[src/rtl/usr_sfr_pkg.sv]
// Shared definitions for the direct-SFR peripherals: register addresses,
// SCON bit positions and the common UART FSM state type.
package usr_sfr_pkg;

  localparam logic [7:0] DEF_SCON_ADDRS = 8'h98;
  localparam logic [7:0] DEF_SBUF_ADDRS = 8'h99;

  localparam int REN_B = 4;
  localparam int RB8_B = 2;
  localparam int TI_B  = 1;
  localparam int RI_B  = 0;

  typedef enum logic [1:0] {
    IDLE  = 2'd0,
    START = 2'd1,
    DATA  = 2'd2,
    STOP  = 2'd3
  } uart_state_t;

  function automatic logic majority3(input logic a, input logic b, input logic c);
    return (a & b) | (a & c) | (b & c);
  endfunction

endpackage

[src/rtl/usr_uart_sfr_bit_timer.sv]
// Bit timer: prescaler dividing CPUClock down to 1/16-bit ticks, plus a
// 4-bit tick counter whose wrap marks the end of one bit period.
module uart_bit_timer #(
  parameter int BAUD_DIV = 16
) (
  input  logic       CPUClock,
  input  logic       RESET,
  input  logic       clear,
  output logic       tick_pulse,
  output logic [3:0] tick_count,
  output logic       bit_end
);

  localparam int PW = (BAUD_DIV > 2) ? $clog2(BAUD_DIV) : 1;
  localparam logic [PW-1:0] PRE_MAX = PW'(BAUD_DIV - 1);

  logic [PW-1:0] prescale;

  always_ff @(posedge CPUClock) begin
    if (RESET || clear) begin
      prescale   <= '0;
      tick_count <= 4'd0;
    end else if (prescale == PRE_MAX) begin
      prescale   <= '0;
      tick_count <= tick_count + 4'd1;
    end else begin
      prescale <= prescale + 1'b1;
    end
  end

  assign tick_pulse = (prescale == PRE_MAX);
  assign bit_end    = tick_pulse && (tick_count == 4'd15);

endmodule

[src/rtl/usr_uart_sfr.sv]
// 8051-style serial port (SCON/SBUF), mode 1 only: 8N1 asynchronous UART
// on the direct-SFR bus, with RI | TI as a level interrupt request.
module usr_uart_sfr
  import usr_sfr_pkg::*;
#(
  parameter logic [7:0] SCON_ADDRS = DEF_SCON_ADDRS,
  parameter logic [7:0] SBUF_ADDRS = DEF_SBUF_ADDRS,
  parameter int         BAUD_DIV   = 16
) (
  input  logic       CPUClock,
  input  logic       RESET,
  input  logic [7:0] DIR_WR_ADDRS,
  input  logic [7:0] DIR_RD_ADDRS,
  input  logic [7:0] WR_DATA,
  input  logic       DIRECT_WR,
  input  logic       WR_EN,
  output logic [7:0] RD_DATA,
  input  logic       RXD,
  output logic       TXD,
  output logic       UART_INT_REQ
);

  logic       wr_stb, scon_wr, sbuf_wr;
  logic [7:0] scon;
  logic [7:0] sbuf_rx;

  assign wr_stb  = WR_EN & DIRECT_WR;
  assign scon_wr = wr_stb && (DIR_WR_ADDRS == SCON_ADDRS);
  assign sbuf_wr = wr_stb && (DIR_WR_ADDRS == SBUF_ADDRS);

  uart_state_t tx_state, tx_next;
  logic [7:0]  tx_data;
  logic [2:0]  tx_idx;
  logic        tx_clear, tx_done, tx_tick, tx_bit_end, txd_c;
  logic [3:0]  tx_count;
  logic        unused_tx;

  assign unused_tx = ^{tx_tick, tx_count};

  uart_bit_timer #(.BAUD_DIV(BAUD_DIV)) u_tx_timer (
    .CPUClock  (CPUClock),
    .RESET     (RESET),
    .clear     (tx_clear),
    .tick_pulse(tx_tick),
    .tick_count(tx_count),
    .bit_end   (tx_bit_end)
  );

  always_ff @(posedge CPUClock) begin
    if (RESET) begin
      tx_state <= IDLE;
      tx_data  <= 8'h00;
      tx_idx   <= 3'd0;
    end else begin
      tx_state <= tx_next;
      if (tx_state == IDLE && sbuf_wr) begin
        tx_data <= WR_DATA;
        tx_idx  <= 3'd0;
      end else if (tx_state == DATA && tx_bit_end) begin
        tx_idx <= tx_idx + 3'd1;
      end
    end
  end

  always_comb begin
    tx_next  = tx_state;
    tx_clear = 1'b0;
    tx_done  = 1'b0;
    txd_c    = 1'b1;
    case (tx_state)
      IDLE: begin
        if (sbuf_wr) begin
          tx_next  = START;
          tx_clear = 1'b1;
        end
      end
      START: begin
        txd_c = 1'b0;
        if (tx_bit_end) tx_next = DATA;
      end
      DATA: begin
        txd_c = tx_data[tx_idx];
        if (tx_bit_end && tx_idx == 3'd7) tx_next = STOP;
      end
      STOP: begin
        if (tx_bit_end) begin
          tx_next = IDLE;
          tx_done = 1'b1;
        end
      end
      default: tx_next = IDLE;
    endcase
  end

  assign TXD = txd_c;

  // RXD is asynchronous; only the synchronized copy and its delayed twin are used.
  logic rxd_meta, rxd_sync, rxd_prev, rx_fall;

  always_ff @(posedge CPUClock) begin
    if (RESET) begin
      rxd_meta <= 1'b1;
      rxd_sync <= 1'b1;
      rxd_prev <= 1'b1;
    end else begin
      rxd_meta <= RXD;
      rxd_sync <= rxd_meta;
      rxd_prev <= rxd_sync;
    end
  end

  assign rx_fall = rxd_prev & ~rxd_sync;

  uart_state_t rx_state, rx_next;
  logic [7:0]  rx_shift;
  logic [2:0]  rx_idx;
  logic        rx_clear, rx_done, rx_tick, rx_bit_end;
  logic [3:0]  rx_count;
  logic        rx_s7, rx_s8, rx_decide, rx_maj;

  uart_bit_timer #(.BAUD_DIV(BAUD_DIV)) u_rx_timer (
    .CPUClock  (CPUClock),
    .RESET     (RESET),
    .clear     (rx_clear),
    .tick_pulse(rx_tick),
    .tick_count(rx_count),
    .bit_end   (rx_bit_end)
  );

  assign rx_decide = rx_tick && (rx_count == 4'd9);
  assign rx_maj    = majority3(rx_s7, rx_s8, rxd_sync);

  always_ff @(posedge CPUClock) begin
    if (RESET) begin
      rx_state <= IDLE;
      rx_shift <= 8'h00;
      rx_idx   <= 3'd0;
      rx_s7    <= 1'b1;
      rx_s8    <= 1'b1;
    end else begin
      rx_state <= rx_next;
      if (rx_tick && rx_count == 4'd7) rx_s7 <= rxd_sync;
      if (rx_tick && rx_count == 4'd8) rx_s8 <= rxd_sync;
      if (rx_state == IDLE) begin
        rx_idx <= 3'd0;
      end else if (rx_state == DATA) begin
        if (rx_decide) rx_shift <= {rx_maj, rx_shift[7:1]};
        if (rx_bit_end) rx_idx <= rx_idx + 3'd1;
      end
    end
  end

  // REN only gates start detection; a frame already in progress always completes.
  always_comb begin
    rx_next  = rx_state;
    rx_clear = 1'b0;
    rx_done  = 1'b0;
    case (rx_state)
      IDLE: begin
        if (rx_fall && scon[REN_B]) begin
          rx_next  = START;
          rx_clear = 1'b1;
        end
      end
      START: begin
        if (rx_decide && rx_maj) rx_next = IDLE;
        else if (rx_bit_end)     rx_next = DATA;
      end
      DATA: begin
        if (rx_bit_end && rx_idx == 3'd7) rx_next = STOP;
      end
      STOP: begin
        if (rx_decide) begin
          rx_next = IDLE;
          rx_done = 1'b1;
        end
      end
      default: rx_next = IDLE;
    endcase
  end

  // Hardware sets of TI/RI override a simultaneous software write of those bits.
  always_ff @(posedge CPUClock) begin
    if (RESET) begin
      scon    <= 8'h00;
      sbuf_rx <= 8'h00;
    end else begin
      if (scon_wr) scon <= WR_DATA;
      if (tx_done) scon[TI_B] <= 1'b1;
      if (rx_done && !scon[RI_B]) begin
        scon[RI_B] <= 1'b1;
        sbuf_rx    <= rx_shift;
        if (!scon_wr) scon[RB8_B] <= rx_maj;
      end
    end
  end

  always_comb begin
    RD_DATA = 8'h00;
    if (DIR_RD_ADDRS == SCON_ADDRS)      RD_DATA = scon;
    else if (DIR_RD_ADDRS == SBUF_ADDRS) RD_DATA = sbuf_rx;
  end

  assign UART_INT_REQ = scon[TI_B] | scon[RI_B];

endmodule
[config.mk]
export PLATFORM = sky130hd
export DESIGN_NAME = usr_uart_sfr
export DESIGN_NICKNAME = d
export VERILOG_FILES = /design/src/rtl/usr_sfr_pkg.sv /design/src/rtl/usr_uart_sfr_bit_timer.sv /design/src/rtl/usr_uart_sfr.sv
export SDC_FILE = /design/constraint.sdc
export NUM_CORES = 1
export LEC_CHECK = 0
export CAP_MARGIN = 20
export CORE_UTILIZATION = 51
export CTS_BUF_LIST = sky130_fd_sc_hd__clkbuf_2 sky130_fd_sc_hd__clkbuf_4 sky130_fd_sc_hd__clkbuf_8
export DETAILED_ROUTE_END_ITERATION = 12
export PLACE_DENSITY = 0.78
export REMOVE_ABC_BUFFERS = 1
export SKIP_LAST_GASP = 1
export SYNTH_ARGS = -nofsm -noshare
export SYNTH_HDL_FRONTEND = slang
export SYNTH_SLANG_ARGS = --single-unit
[constraint.sdc]
create_clock -name CPUClock -period 1.6 [get_ports CPUClock]
set_input_delay 0.32 -clock CPUClock [delete_from_list [all_inputs] [get_ports CPUClock]]
set_output_delay 0.32 -clock CPUClock [all_outputs]
set_load 0.05 [all_outputs]
==> results of run 1 <==
==> power by group <==
| group | switching (mW) | internal, mW |
|---|---|---|
| sequential | 0.0247 | 1.59 |
| combinational | 0.231 | 0.234 |
| clock | 0.650 | 0.560 |
| total | 0.906 | 2.39 |
==> registers in the layout (all words and copies together), names as in the netlist, named ones only <==
register	count
scon	8
u_rx_timer.tick_count	4
tx_idx	3
u_tx_timer.tick_count	4
rx_s7	1
u_tx_timer.prescale	4
rx_idx	3
rxd_meta	1
rx_state	1
rxd_sync	1
rxd_prev	1
rx_s8	1
rx_shift	8
sbuf_rx	8
tx_data	8
tx_state	2
u_rx_timer.prescale	4
==> Yosys cell counts (all sizes together) <==
master	instances
o2bb2ai	1
and3	3
o221a	1
clkbuf	7
a21oi	7
nor4bb	1
o21ai	7
mux2i	45
a311oi	2
maj3	1
ha	15
o22ai	2
o41ai	1
o21a	1
inv	10
a22oi	1
nand3	9
nor3	7
nand3b	3
a31o	1
or2	6
buf	8
nand2	13
xor2	6
nand2b	1
nand4	5
xnor2	4
a31oi	2
a21o	1
mux4	2
dfxtp	63
or3b	1
o311ai	1
nor4	3
o31ai	1
nand4b	3
nor2	52
nor3b	2
a211oi	1
==> cells by family (layout without fill, tap and decap cells) <==
| group | count (synthesis) | in the layout | share of synthesized area |
|---|---|---|---|
| simple gates | 109 | 110 | 0.197 |
| flops | 63 | 63 | 0.424 |
| mux | 47 | 47 | 0.167 |
| compound gates | 30 | 30 | 0.0724 |
| buf+inv | 25 | 98 | 0.0438 |
| fa+ha+maj | 16 | 16 | 0.0665 |
| xor+xnor | 10 | 10 | 0.0294 |
==> worst min path at each step <==
| stage | start | to | slack [ps] | depth (start not counted) |
|---|---|---|---|---|
| floorplan | RESET | rx_idx[2] | 390 | 1 |
| global placement | rxd_meta | rxd_sync | 390 | 1 |
| detailed placement | rxd_meta | rxd_sync | 390 | 1 |
| CTS | rxd_meta | rxd_sync | 410 | 1 |
| global route | rxd_meta | rxd_sync | 430 | 1 |
| finish | rxd_meta | rxd_sync | 410 | 1 |
==> per-layer routing <==
metal | share of wire | wire length, um | vias to the layer above
met5 | 0 | 0 | -
met4 | 0.012 | 87 | 0
met3 | 0.054 | 390 | 11
met2 | 0.51 | 3690 | 76
met1 | 0.42 | 3020 | 1167
li1 | - | - | 1192
==> through the flow <==
step	power (mW)	setup TNS, ps	std cells
5_1_grt	3.43	-1450	446
6_report	3.29	-438	446
3_3_place_gp	2.06	-14170	423
2_1_floorplan	1.78	-7520	285
4_1_cts	3.29	-426	445
3_5_place_dp	2.08	-15770	423
==> cell type report <==
type,count,area [um^2]
inverter,10,40.0
timing repair buffer,72,756
multi-input combinational,213,1810
clock inverter,7,50.0
fill,400,1430
tap,72,90.1
clock buffer,9,124
sequential,63,1280
==> timing repair <==
item | 4_1_cts | 5_1_grt
resized for setup | 61 | 34
pin swaps | 18 | 13
endpoints found under the setup margin | 35 | 39
hold buffers | 0 | 0
cloned | 2 | 0
buffers inserted | 4 | 3
endpoints found under the hold margin | 0 | 0
==> run metrics, run 1 <==
Post-DRT Antenna Nets=0; startpoint types=register; vias in the first global route=2468; pwr/cell area=795 nW/um^2; cell taking the most area after synthesis=dfxtp_1; final worst slack=-390 ps; core area=approximately 5600 um^2; worst setup path start=tx_idx[0]; Worst VDD drop=0.593 mV; CP dominant cell by count=mux2i_1; Slowest Stage Delay on Critical Path=520 ps; Netlist Area Pre-Place=2970 um^2; TritonCTS Buffers=9; wirelength, routed=7180 um; crit path kind=register to primary output; Crit path depth=4; Die W=approximately 80 um; CP cell instances=mux4_2, mux2i_1, mux2i_1, buf_4; status=complete, but fails checks; Area contributors post-synth=dfxtp_1 (42%), mux2i_1 (15%), nor2_1 (6.6%); detailed placement HPWL=roughly 4600 um; Reg clk slew, reported paths=70 ps; Final Cell Area=4140 um^2; Worst Setup EP=TXD; maximum clock path buffer count=2; Final period util=1.24; Reg-to-Reg Start=tx_idx[0]; Critical Path RT=1280 ps; area share of the largest cell type after synthesis=0.424; RSZ-0062 raised after global routing=true; WP buf/inv=1; GPL Wtd Cong=slightly above 0.8; capture point of the worst reg-to-reg path=tx_state[0]; CP delay by family, top=multiplexers; Hold Vio Cnt, Final=0; initial antenna violation count=0; max cap viols=0; Place WS=-500 ps; Critical Path Fanout Max=3; antenna cells=0; Root Buffer=clkbuf_8; met1 Usage GRT=0.277; average cell area after synthesis=9.91 um^2; register area share after synthesis=0.424; worst hold path class=register to register; Fmax=0.503 GHz; die area=~6100 um^2; First DRT Iteration DRCs=between 150 and 200; Clk Latency, worst-skew pair=340 ps; # rows=27; Setup Viol. Count Final=3; count of state elements after synthesis=63; failing checks=setup timing; GRT Resource Usage Total=0.241; GR peak layer=met2; Mapped Cells=300; Initial Util=0.534; Initial DRT Pass Iterations=5; pin count of the biggest net entering global routing=16; Rel. slew slack=0.745; static leakage=1.57 nW; Chip Height=78.4 um; most frequent cells in the layout=dfxtp_1 (57), nor2_1 (43), mux2i_1 (41); commonest non-fill, non-tap cell in the layout=dfxtp_1; Synth-to-Final Area Change=39.3%; slew at the pin with the worst max-slew slack=between 300 and 400 ps; met3 usage=0.0605; CTS sink cnt=63; Area after DPL=3670 um^2; routed vias=between 2000 and 2500; first-pass GRT wire length=11400 um; Post-route DRC=0; IO buf count=38; Slew Limit Fails=0; WL per Instance=between 15 and 20 um; R2R depth=8; skew final=about 11 ps; worst hold slack=between 400 and 500 ps; H-tree depth=3; Synth Warn #=0; Critical Path AT=1670 ps; share of cells above drive strength 1=0.318; Critical-path top delay cell=mux4_2; # IOs=39; nets@finish=413; final worst path period need=1990 ps; CTS tree=built; utilization after layout=0.743; met2 Use GR=0.427; worst reg-to-reg setup slack=-40 ps; post-DR vias/cell=approximately 5.5; CP Capture Type=primary output; GRT Residual Overflow=0; Distinct cells, synth=48
(Power assumes the default switching activity.)
==> run 2, diff against run 1 <==
--- a/config.mk
+++ b/config.mk
@@ -9,6 +9,7 @@
 export CORE_UTILIZATION = 51
 export CTS_BUF_LIST = sky130_fd_sc_hd__clkbuf_2 sky130_fd_sc_hd__clkbuf_4 sky130_fd_sc_hd__clkbuf_8
 export DETAILED_ROUTE_END_ITERATION = 12
+export HOLD_SLACK_MARGIN = 0.03
 export PLACE_DENSITY = 0.78
 export REMOVE_ABC_BUFFERS = 1
 export SKIP_LAST_GASP = 1
==> results of run 2 <==
Final layout, timing and power as in run 1 (identical DEF).
